[src/rtl/mulalu_pkg.sv]
// mulalu_pkg: func codes, widths and FSM state type shared by the multiply/divide unit
package mulalu_pkg;
  localparam int W_FUNC = 5;
  localparam int W_DATA = 32;
  localparam logic [W_FUNC-1:0] FUNC_MUL = 5'b00001;
  localparam logic [W_FUNC-1:0] FUNC_DIV = 5'b00010;
  typedef enum logic [1:0] {IDLE, MUL, DIV, DONE} mulalu_state_t;
endpackage

[src/rtl/mulalu_if.sv]
// mulalu_if: EX-stage request in, stall and HI/LO write port out
interface mulalu_if import mulalu_pkg::*; ();
  logic flush;
  logic accept;
  logic [W_FUNC-1:0] func;
  logic sign;
  logic [W_DATA-1:0] source_a;
  logic [W_DATA-1:0] source_b;
  logic stall;
  logic hi_write;
  logic [W_DATA-1:0] hi_write_data;
  logic lo_write;
  logic [W_DATA-1:0] lo_write_data;
  modport master (
    output flush, accept, func, sign, source_a, source_b,
    input stall, hi_write, hi_write_data, lo_write, lo_write_data
  );
  modport slave (
    input flush, accept, func, sign, source_a, source_b,
    output stall, hi_write, hi_write_data, lo_write, lo_write_data
  );
endinterface

[src/rtl/mulalu_div_step.sv]
// mulalu_div_step: one restoring-division step producing a single quotient bit
module mulalu_div_step #(
  parameter int DATA_W = 32
) (
  input  logic [DATA_W-1:0] rem,
  input  logic              dvd_bit,
  input  logic [DATA_W-1:0] divisor,
  output logic [DATA_W-1:0] rem_next,
  output logic              q_bit
);
  logic [DATA_W:0] t, diff;
  always_comb begin
    t = {rem, dvd_bit};
    diff = t - {1'b0, divisor};
    q_bit = !diff[DATA_W];
    rem_next = q_bit ? diff[DATA_W-1:0] : t[DATA_W-1:0];
  end
endmodule

[src/rtl/mulalu.sv]
// mulalu: 32-cycle shift-add multiply / restoring divide feeding HI/LO; define MULALU_FAST_MUL_EN for a single-cycle multiply
module mulalu
  import mulalu_pkg::*;
#(
  parameter int DATA_W = W_DATA,
  parameter int CNT_W  = $clog2(DATA_W)
) (
  input logic clk,
  input logic rst_n,
  mulalu_if.slave bus
);
  if (DATA_W != 32) begin : g_width_check
    $error("mulalu supports only DATA_W = 32");
  end
`ifdef MULALU_FAST_MUL_EN
  localparam bit FAST_MUL = 1'b1;
  logic [2*DATA_W-1:0] ext_a, ext_b, fast_prod;
  assign ext_a = {{DATA_W{bus.sign & bus.source_a[DATA_W-1]}}, bus.source_a};
  assign ext_b = {{DATA_W{bus.sign & bus.source_b[DATA_W-1]}}, bus.source_b};
  assign fast_prod = ext_a * ext_b;
`else
  localparam bit FAST_MUL = 1'b0;
  logic [2*DATA_W-1:0] fast_prod;
  assign fast_prod = '0;
`endif
  mulalu_state_t state, state_d;
  logic [CNT_W-1:0] cnt;
  logic [2*DATA_W-1:0] p, p_next;
  logic [DATA_W-1:0] dvs, abs_a, abs_b, q, r, hi_res, lo_res, rem_next, hi_q, lo_q;
  logic [DATA_W:0] sum;
  logic neg_a, neg_b, in_neg_a, in_neg_b, is_mul, req, busy, last, q_bit;
  assign is_mul = bus.func == FUNC_MUL;
  assign req = rst_n && !bus.flush && (is_mul || bus.func == FUNC_DIV);
  assign busy = state == MUL || state == DIV;
  assign last = cnt == CNT_W'(DATA_W - 1);
  assign in_neg_a = bus.sign & bus.source_a[DATA_W-1];
  assign in_neg_b = bus.sign & bus.source_b[DATA_W-1];
  assign abs_a = in_neg_a ? -bus.source_a : bus.source_a;
  assign abs_b = in_neg_b ? -bus.source_b : bus.source_b;
  mulalu_div_step #(.DATA_W(DATA_W)) u_div_step (
    .rem(p[2*DATA_W-1:DATA_W]),
    .dvd_bit(p[DATA_W-1]),
    .divisor(dvs),
    .rem_next(rem_next),
    .q_bit(q_bit)
  );
  // p holds {partial product, multiplier} for MUL and {remainder, dividend/quotient} for DIV
  always_comb begin
    sum = {1'b0, p[2*DATA_W-1:DATA_W]} + (p[0] ? {1'b0, dvs} : '0);
    p_next = state == MUL ? {sum, p[DATA_W-1:1]} : {rem_next, p[DATA_W-2:0], q_bit};
    q = p_next[DATA_W-1:0];
    r = p_next[2*DATA_W-1:DATA_W];
    hi_res = state == MUL ? ((neg_a ^ neg_b) ? (-p_next) >> DATA_W : {32'b0, r}) : (neg_a ? -r : r);
    lo_res = state == MUL ? ((neg_a ^ neg_b) ? -q : q)
           : dvs == '0 ? '1 : ((neg_a ^ neg_b) ? -q : q);
  end
  always_comb begin
    state_d = state;
    case (state)
      IDLE:    state_d = !req ? IDLE : is_mul ? (FAST_MUL ? DONE : MUL) : DIV;
      MUL,
      DIV:     state_d = last ? DONE : state;
      default: state_d = bus.accept ? IDLE : DONE;
    endcase
    if (bus.flush) state_d = IDLE;
  end
  always_ff @(posedge clk or negedge rst_n) begin
    if (!rst_n) begin
      state <= IDLE;
      cnt <= '0;
      p <= '0;
      dvs <= '0;
      neg_a <= 1'b0;
      neg_b <= 1'b0;
      hi_q <= '0;
      lo_q <= '0;
    end else begin
      state <= state_d;
      if (state == IDLE && req) begin
        cnt <= '0;
        neg_a <= in_neg_a;
        neg_b <= in_neg_b;
        p <= {{DATA_W{1'b0}}, is_mul ? abs_b : abs_a};
        dvs <= is_mul ? abs_a : abs_b;
        if (FAST_MUL && is_mul) {hi_q, lo_q} <= fast_prod;
      end else if (busy && !bus.flush) begin
        cnt <= cnt + 1'b1;
        p <= p_next;
        if (last) {hi_q, lo_q} <= {hi_res, lo_res};
      end
    end
  end
  always_comb begin
    bus.stall = state == IDLE ? req : busy && !bus.flush;
    bus.hi_write = state == DONE && bus.accept && !bus.flush;
    bus.lo_write = bus.hi_write;
    bus.hi_write_data = hi_q;
    bus.lo_write_data = lo_q;
  end
endmodule

[src/flat_wrapper.sv]
// flat-port wrapper written by rule: the top's interface ports become plain ports
module mulalu_flat import mulalu_pkg::*;
#(
  parameter int DATA_W = W_DATA,
  parameter int CNT_W  = $clog2(DATA_W)
)
  (clk, rst_n, bus_flush, bus_accept, bus_func, bus_sign, bus_source_a, bus_source_b, bus_stall, bus_hi_write, bus_hi_write_data, bus_lo_write, bus_lo_write_data);
  mulalu_if bus_i ();
  input logic clk;
  input logic rst_n;
  input wire logic [$bits(bus_i.flush)-1:0] bus_flush;
  input wire logic [$bits(bus_i.accept)-1:0] bus_accept;
  input wire logic [$bits(bus_i.func)-1:0] bus_func;
  input wire logic [$bits(bus_i.sign)-1:0] bus_sign;
  input wire logic [$bits(bus_i.source_a)-1:0] bus_source_a;
  input wire logic [$bits(bus_i.source_b)-1:0] bus_source_b;
  output wire logic [$bits(bus_i.stall)-1:0] bus_stall;
  output wire logic [$bits(bus_i.hi_write)-1:0] bus_hi_write;
  output wire logic [$bits(bus_i.hi_write_data)-1:0] bus_hi_write_data;
  output wire logic [$bits(bus_i.lo_write)-1:0] bus_lo_write;
  output wire logic [$bits(bus_i.lo_write_data)-1:0] bus_lo_write_data;
  assign bus_i.flush = bus_flush;
  assign bus_i.accept = bus_accept;
  assign bus_i.func = bus_func;
  assign bus_i.sign = bus_sign;
  assign bus_i.source_a = bus_source_a;
  assign bus_i.source_b = bus_source_b;
  assign bus_stall = bus_i.stall;
  assign bus_hi_write = bus_i.hi_write;
  assign bus_hi_write_data = bus_i.hi_write_data;
  assign bus_lo_write = bus_i.lo_write;
  assign bus_lo_write_data = bus_i.lo_write_data;
  mulalu #(.DATA_W(DATA_W), .CNT_W(CNT_W)) u_core (.clk(clk), .rst_n(rst_n), .bus(bus_i));
endmodule
[config.mk]
export PLATFORM = sky130hd
export DESIGN_NAME = mulalu_flat
export DESIGN_NICKNAME = d
export VERILOG_FILES = /design/src/rtl/mulalu_pkg.sv /design/src/rtl/mulalu_if.sv /design/src/rtl/mulalu_div_step.sv /design/src/rtl/mulalu.sv /design/src/flat_wrapper.sv
export SDC_FILE = /design/constraint.sdc
export NUM_CORES = 1
export LEC_CHECK = 0
export CAP_MARGIN = 15
export CELL_PAD_IN_SITES_DETAIL_PLACEMENT = 0
export CELL_PAD_IN_SITES_GLOBAL_PLACEMENT = 1
export CORE_ASPECT_RATIO = 2
export CORE_MARGIN = 1.5
export CORE_UTILIZATION = 45
export CTS_BUF_LIST = sky130_fd_sc_hd__clkbuf_8
export DETAILED_ROUTE_END_ITERATION = 12
export DONT_BUFFER_PORTS = 1
export PLACE_DENSITY = 0.86
export SETUP_SLACK_MARGIN = 0.1
export SYNTH_ARGS = -nofsm -noshare
export SYNTH_HDL_FRONTEND = slang
export SYNTH_SLANG_ARGS = --single-unit
export TNS_END_PERCENT = 20
[constraint.sdc]
create_clock -name clk -period 5 [get_ports clk]
set_input_delay 0.75 -clock clk [delete_from_list [all_inputs] [get_ports clk]]
set_output_delay 0.75 -clock clk [all_outputs]
set_load 0.01 [all_outputs]
==> impl_metrics.py <==
metrics = {
    "placement": {
        "gp_congestion": 1.02,
        "port_buffers": 0,
        "dp_hpwl_mm": 55.6,
        "pre_cts_slack_ns": -0.128,
    },
    "floorplan": {
        "die_area_sq_um": 39000,
        "io_pins": 141,
        "coreArea_sq_um": 37200,
        "rows": 100,
        "initial_utilization": 0.457,
        "die_x_um": 140,
        "die_h_um": 278,
    },
    "synthesis": {
        "synth_edf_count": 0,
        "yosys_warnings": 0,
        "synth_ff_type": "dfrtp_1",
        "async_reset_ff_frac": 1.00,
        "synth_top_area_frac": 0.249,
        "post_synth_num_cell_types": 104,
        "ys_top_cells_by_count": "nand2_1 (309), a21oi_1 (230), nor2_1 (187)",
        "ys_seq_area_frac": 0.249,
        "ys_top_cells_by_area": "dfrtp_1 (25%), nand2_1 (6.8%), a21oi_1 (6.8%)",
        "syn-num-nets": 2403,
        "syn_inst": 2254,
        "synth_area_per_cell_sq_um": 7.53,
        "syn_area_sq_um": 17000,
        "synth.most_common_cell": "nand2_1",
        "synth-seq-cells": 169,
        "yosysTopAreaCell": "dfrtp_1",
    },
    "pwr": {
        "total_power_mw": 14.3,
        "peakVddDrop_mv": 0.500,
        "powerDensity_nw_per_um2": 757,
        "p_leak_nw": 7.79,
    },
    "global_routing": {
        "grt.overflow.total": 0,
        "grt_use_total": 0.363,
        "antenna_found_initial": 3,
        "grt_max_degree": 170,
        "grt_pass1_wl_mm": 105,
        "grt_pass1_vias": 17400,
    },
    "clock_tree": {
        "clock_sinks": 169,
        "htreeDepth": 4,
        "clockRootBuffer": "clkbuf_8",
        "clockBufferDepth": 2,
        "numCtsBuffers": 17,
        "cts_tree": "done",
        "clk_latency_ns": 0.53,
        "path_clk_slew_ns": 0.13,
    },
    "worst_setup_path": {
        "critical_path_arrival_ns": 5.20,
        "slowest_delay_ns": 0.47,
        "crit_type": "flip-flop to flip-flop",
        "r2r_setup_slack_ns": 0.18,
        "cpMaxStageDelayCell": "dfrtp_2",
        "cp-start-kind": "flip-flop",
        "cp_data_required_time_ns": 5.38,
        "crit_chain": "dlymetal6s2s_1 -> and2_1 -> ha_1 -> and3_1 -> a221oi_4 -> buf_6 -> o31a_1 -> buf_4 -> o41ai_2 -> mux2_2 -> o32ai_1 -> a31oi_1 -> a21oi_2 -> buf_4 -> buf_4 -> nand4_1 -> o31ai_2 -> a221oi_2 -> xor2_1 -> o21ai_1",
        "critPathMaxFanout": 6,
        "end_kind": "flip-flop",
        "cp_common_cell": "buf_4",
    },
    "layout": {
        "syn_to_final_growth_pct": 11.6,
        "nets": 2415,
        "fillers": 3673,
        "drive_gt1_frac": 0.134,
    },
    "sta": {
        "setup_tns_ns": 0,
        "finalCriticalPeriod_ns": 4.82,
        "finalHoldViolCount": 0,
        "skew_ns": 0.0258,
        "drv_slew": 0,
        "rsz0062_at_grt": "yes",
        "finalCritPeriodShare": 0.964,
        "max_freq_mhz": 207,
        "slew_headroom": 0.255,
        "finalSetupViolations": 0,
        "setup_slack_ns": 0.180,
        "tightest_slew_ns": 1.09,
        "hold_slack_ns": 0.140,
    },
    "route": {
        "drt-pass1-iter-count": 5,
        "vias_per_cell": 6.51,
        "wl_per_cell_um": 26.2,
        "antenna_left": 0,
        "wirelength_mm": 71.8,
        "post-route-drc-count": 0,
        "drt_iter0_drc": 1389,
        "route.vias.total": 17800,
    },
    "job": {
        "drv_cap": 0,
    },
    "hold_path": {
        "hold_class": "input port to asynchronous set/reset pin",
    },
    "status": {
        "status": "completed",
    },
}
==> final cells by class <==
class / count / area (sq um) / share of cell area
clock inverters: 15 / 213 / 0.0112
repair buffers: 147 / 1190 / 0.0626
inverters: 64 / 240 / 0.0127
diodes: 1 / 2.50 / 0.000132
well taps: 459 / 574 / 0.0303
multi-input cells: 1867 / 12300 / 0.647
clock buffers: 17 / 234 / 0.0124
flip-flops and latches: 169 / 4240 / 0.224
==> critical path: cells and delay by family, from the launching register on <==
| kind | cells | cell delay, ns |
|---|---|---|
| compound gates | 9 | 1.85 |
| buf+inv | 5 | 0.83 |
| simple gates | 3 | 0.56 |
| flops | 1 | 0.47 |
| mux | 1 | 0.39 |
| fa+ha+maj | 1 | 0.35 |
| xor+xnor | 1 | 0.21 |
==> state kept, by name, indices dropped and copies added (netlist names) <==
register                  flops
u_core.state                  2
u_core.bus.lo_write_data     32
u_core.cnt                    5
u_core.bus.hi_write_data     32
u_core.dvs                   32
u_core.neg_a                  1
u_core.p                     64
u_core.neg_b                  1
==> routing by layer <==
| layer | vias to the layer above | track usage | wire length [um] |
|---|---|---|---|
| li1 | 8301 | - | - |
| met4 | 0 | 0.355 | 8380 |
| met2 | 711 | 0.648 | 36200 |
| met1 | 8561 | 0.349 | 24000 |
| met3 | 267 | 0.0495 | 3230 |
| met5 | - | 0 | 0 |
==> repair_timing <==
| item | in CTS | in global routing |
|---|---|---|
| hold buffers | 1 | 0 |
| resized for setup | 3 | 79 |
| setup endpoints to repair | 7 | 20 |
| hold endpoints to repair | 169 | 0 |
| pin swaps | 1 | 26 |
| buffers inserted | 1 | 15 |
| cloned | 0 | 1 |
==> through the flow <==
stage | std cells | area (sq um) | util
final | 2739 | 18900 | 0.510
after global placement | 2688 | 17900 | 0.483
after detailed placement | 2688 | 17900 | 0.483
after CTS | 2722 | 18400 | 0.496
after global routing | 2739 | 18900 | 0.510
after floorplan | 2254 | 17000 | -
==> where the power goes <==
part	switching, mW	internal, mW	leakage (nW)
Sequential	0.322	1.56	2.30
Clock	0.683	0.443	0.223
Combinational	7.15	4.19	5.27
==> kinds of logic after synthesis <==
group | after synthesis | share of synthesized area
and+or+nand+nor | 800 | 0.224
AOI/OAI and AO/OA | 767 | 0.297
buffers and inverters | 218 | 0.0515
DFF | 169 | 0.249
xor gates and xnor gates | 153 | 0.0790
adders and majority gates | 75 | 0.0562
muxes | 72 | 0.0431
==> final timing paths <==
check,start,endpoint,cells after the start
worst max register to register,u_core.p[0]$_DFFE_PN0P_,u_core.bus.hi_write_data[30]$_DFFE_PN0P_,20
min in group clk,bus_func[1],u_core.dvs[12]$_DFFE_PN0P_,1
worst min-delay path,rst_n,u_core.p[58]$_DFFE_PN0P_,1
max in group asynchronous,rst_n,u_core.bus.hi_write_data[26]$_DFFE_PN0P_,1
worst max-delay path,u_core.p[0]$_DFFE_PN0P_,u_core.bus.hi_write_data[30]$_DFFE_PN0P_,20
worst min register to register,u_core.state[1]$_DFFE_PN0P_,u_core.state[1]$_DFFE_PN0P_,2
==> layout by cell type (no fill, tap or decap), types with 21 or more instances in the layout <==
| cell | netlist | final |
|---|---|---|
| nand4_1 | 29 | 29 |
| a211oi_1 | 44 | 42 |
| nor4_1 | 27 | 25 |
| and2_1 | 45 | 44 |
| a221oi_1 | 35 | 33 |
| o21a_1 | 21 | 21 |
| o22ai_1 | 37 | 36 |
| xnor2_1 | 88 | 88 |
| xor2_1 | 65 | 65 |
| dfrtp_1 | 169 | 164 |
| o22a_1 | 31 | 31 |
| a31oi_1 | 27 | 26 |
| mux2i_1 | 66 | 65 |
| a21o_1 | 31 | 31 |
| and3_1 | 23 | 22 |
| o21ai_0 | 142 | 138 |
| nand2_1 | 309 | 307 |
| a21oi_1 | 230 | 221 |
| ha_1 | 73 | 58 |
| o21ai_1 | 20 | 22 |
| nand3_1 | 35 | 32 |
| buf_4 | 3 | 138 |
| nor2_1 | 187 | 185 |
| nor3_1 | 50 | 46 |
| inv_1 | 60 | 59 |
(Power assumes the default switching activity.)
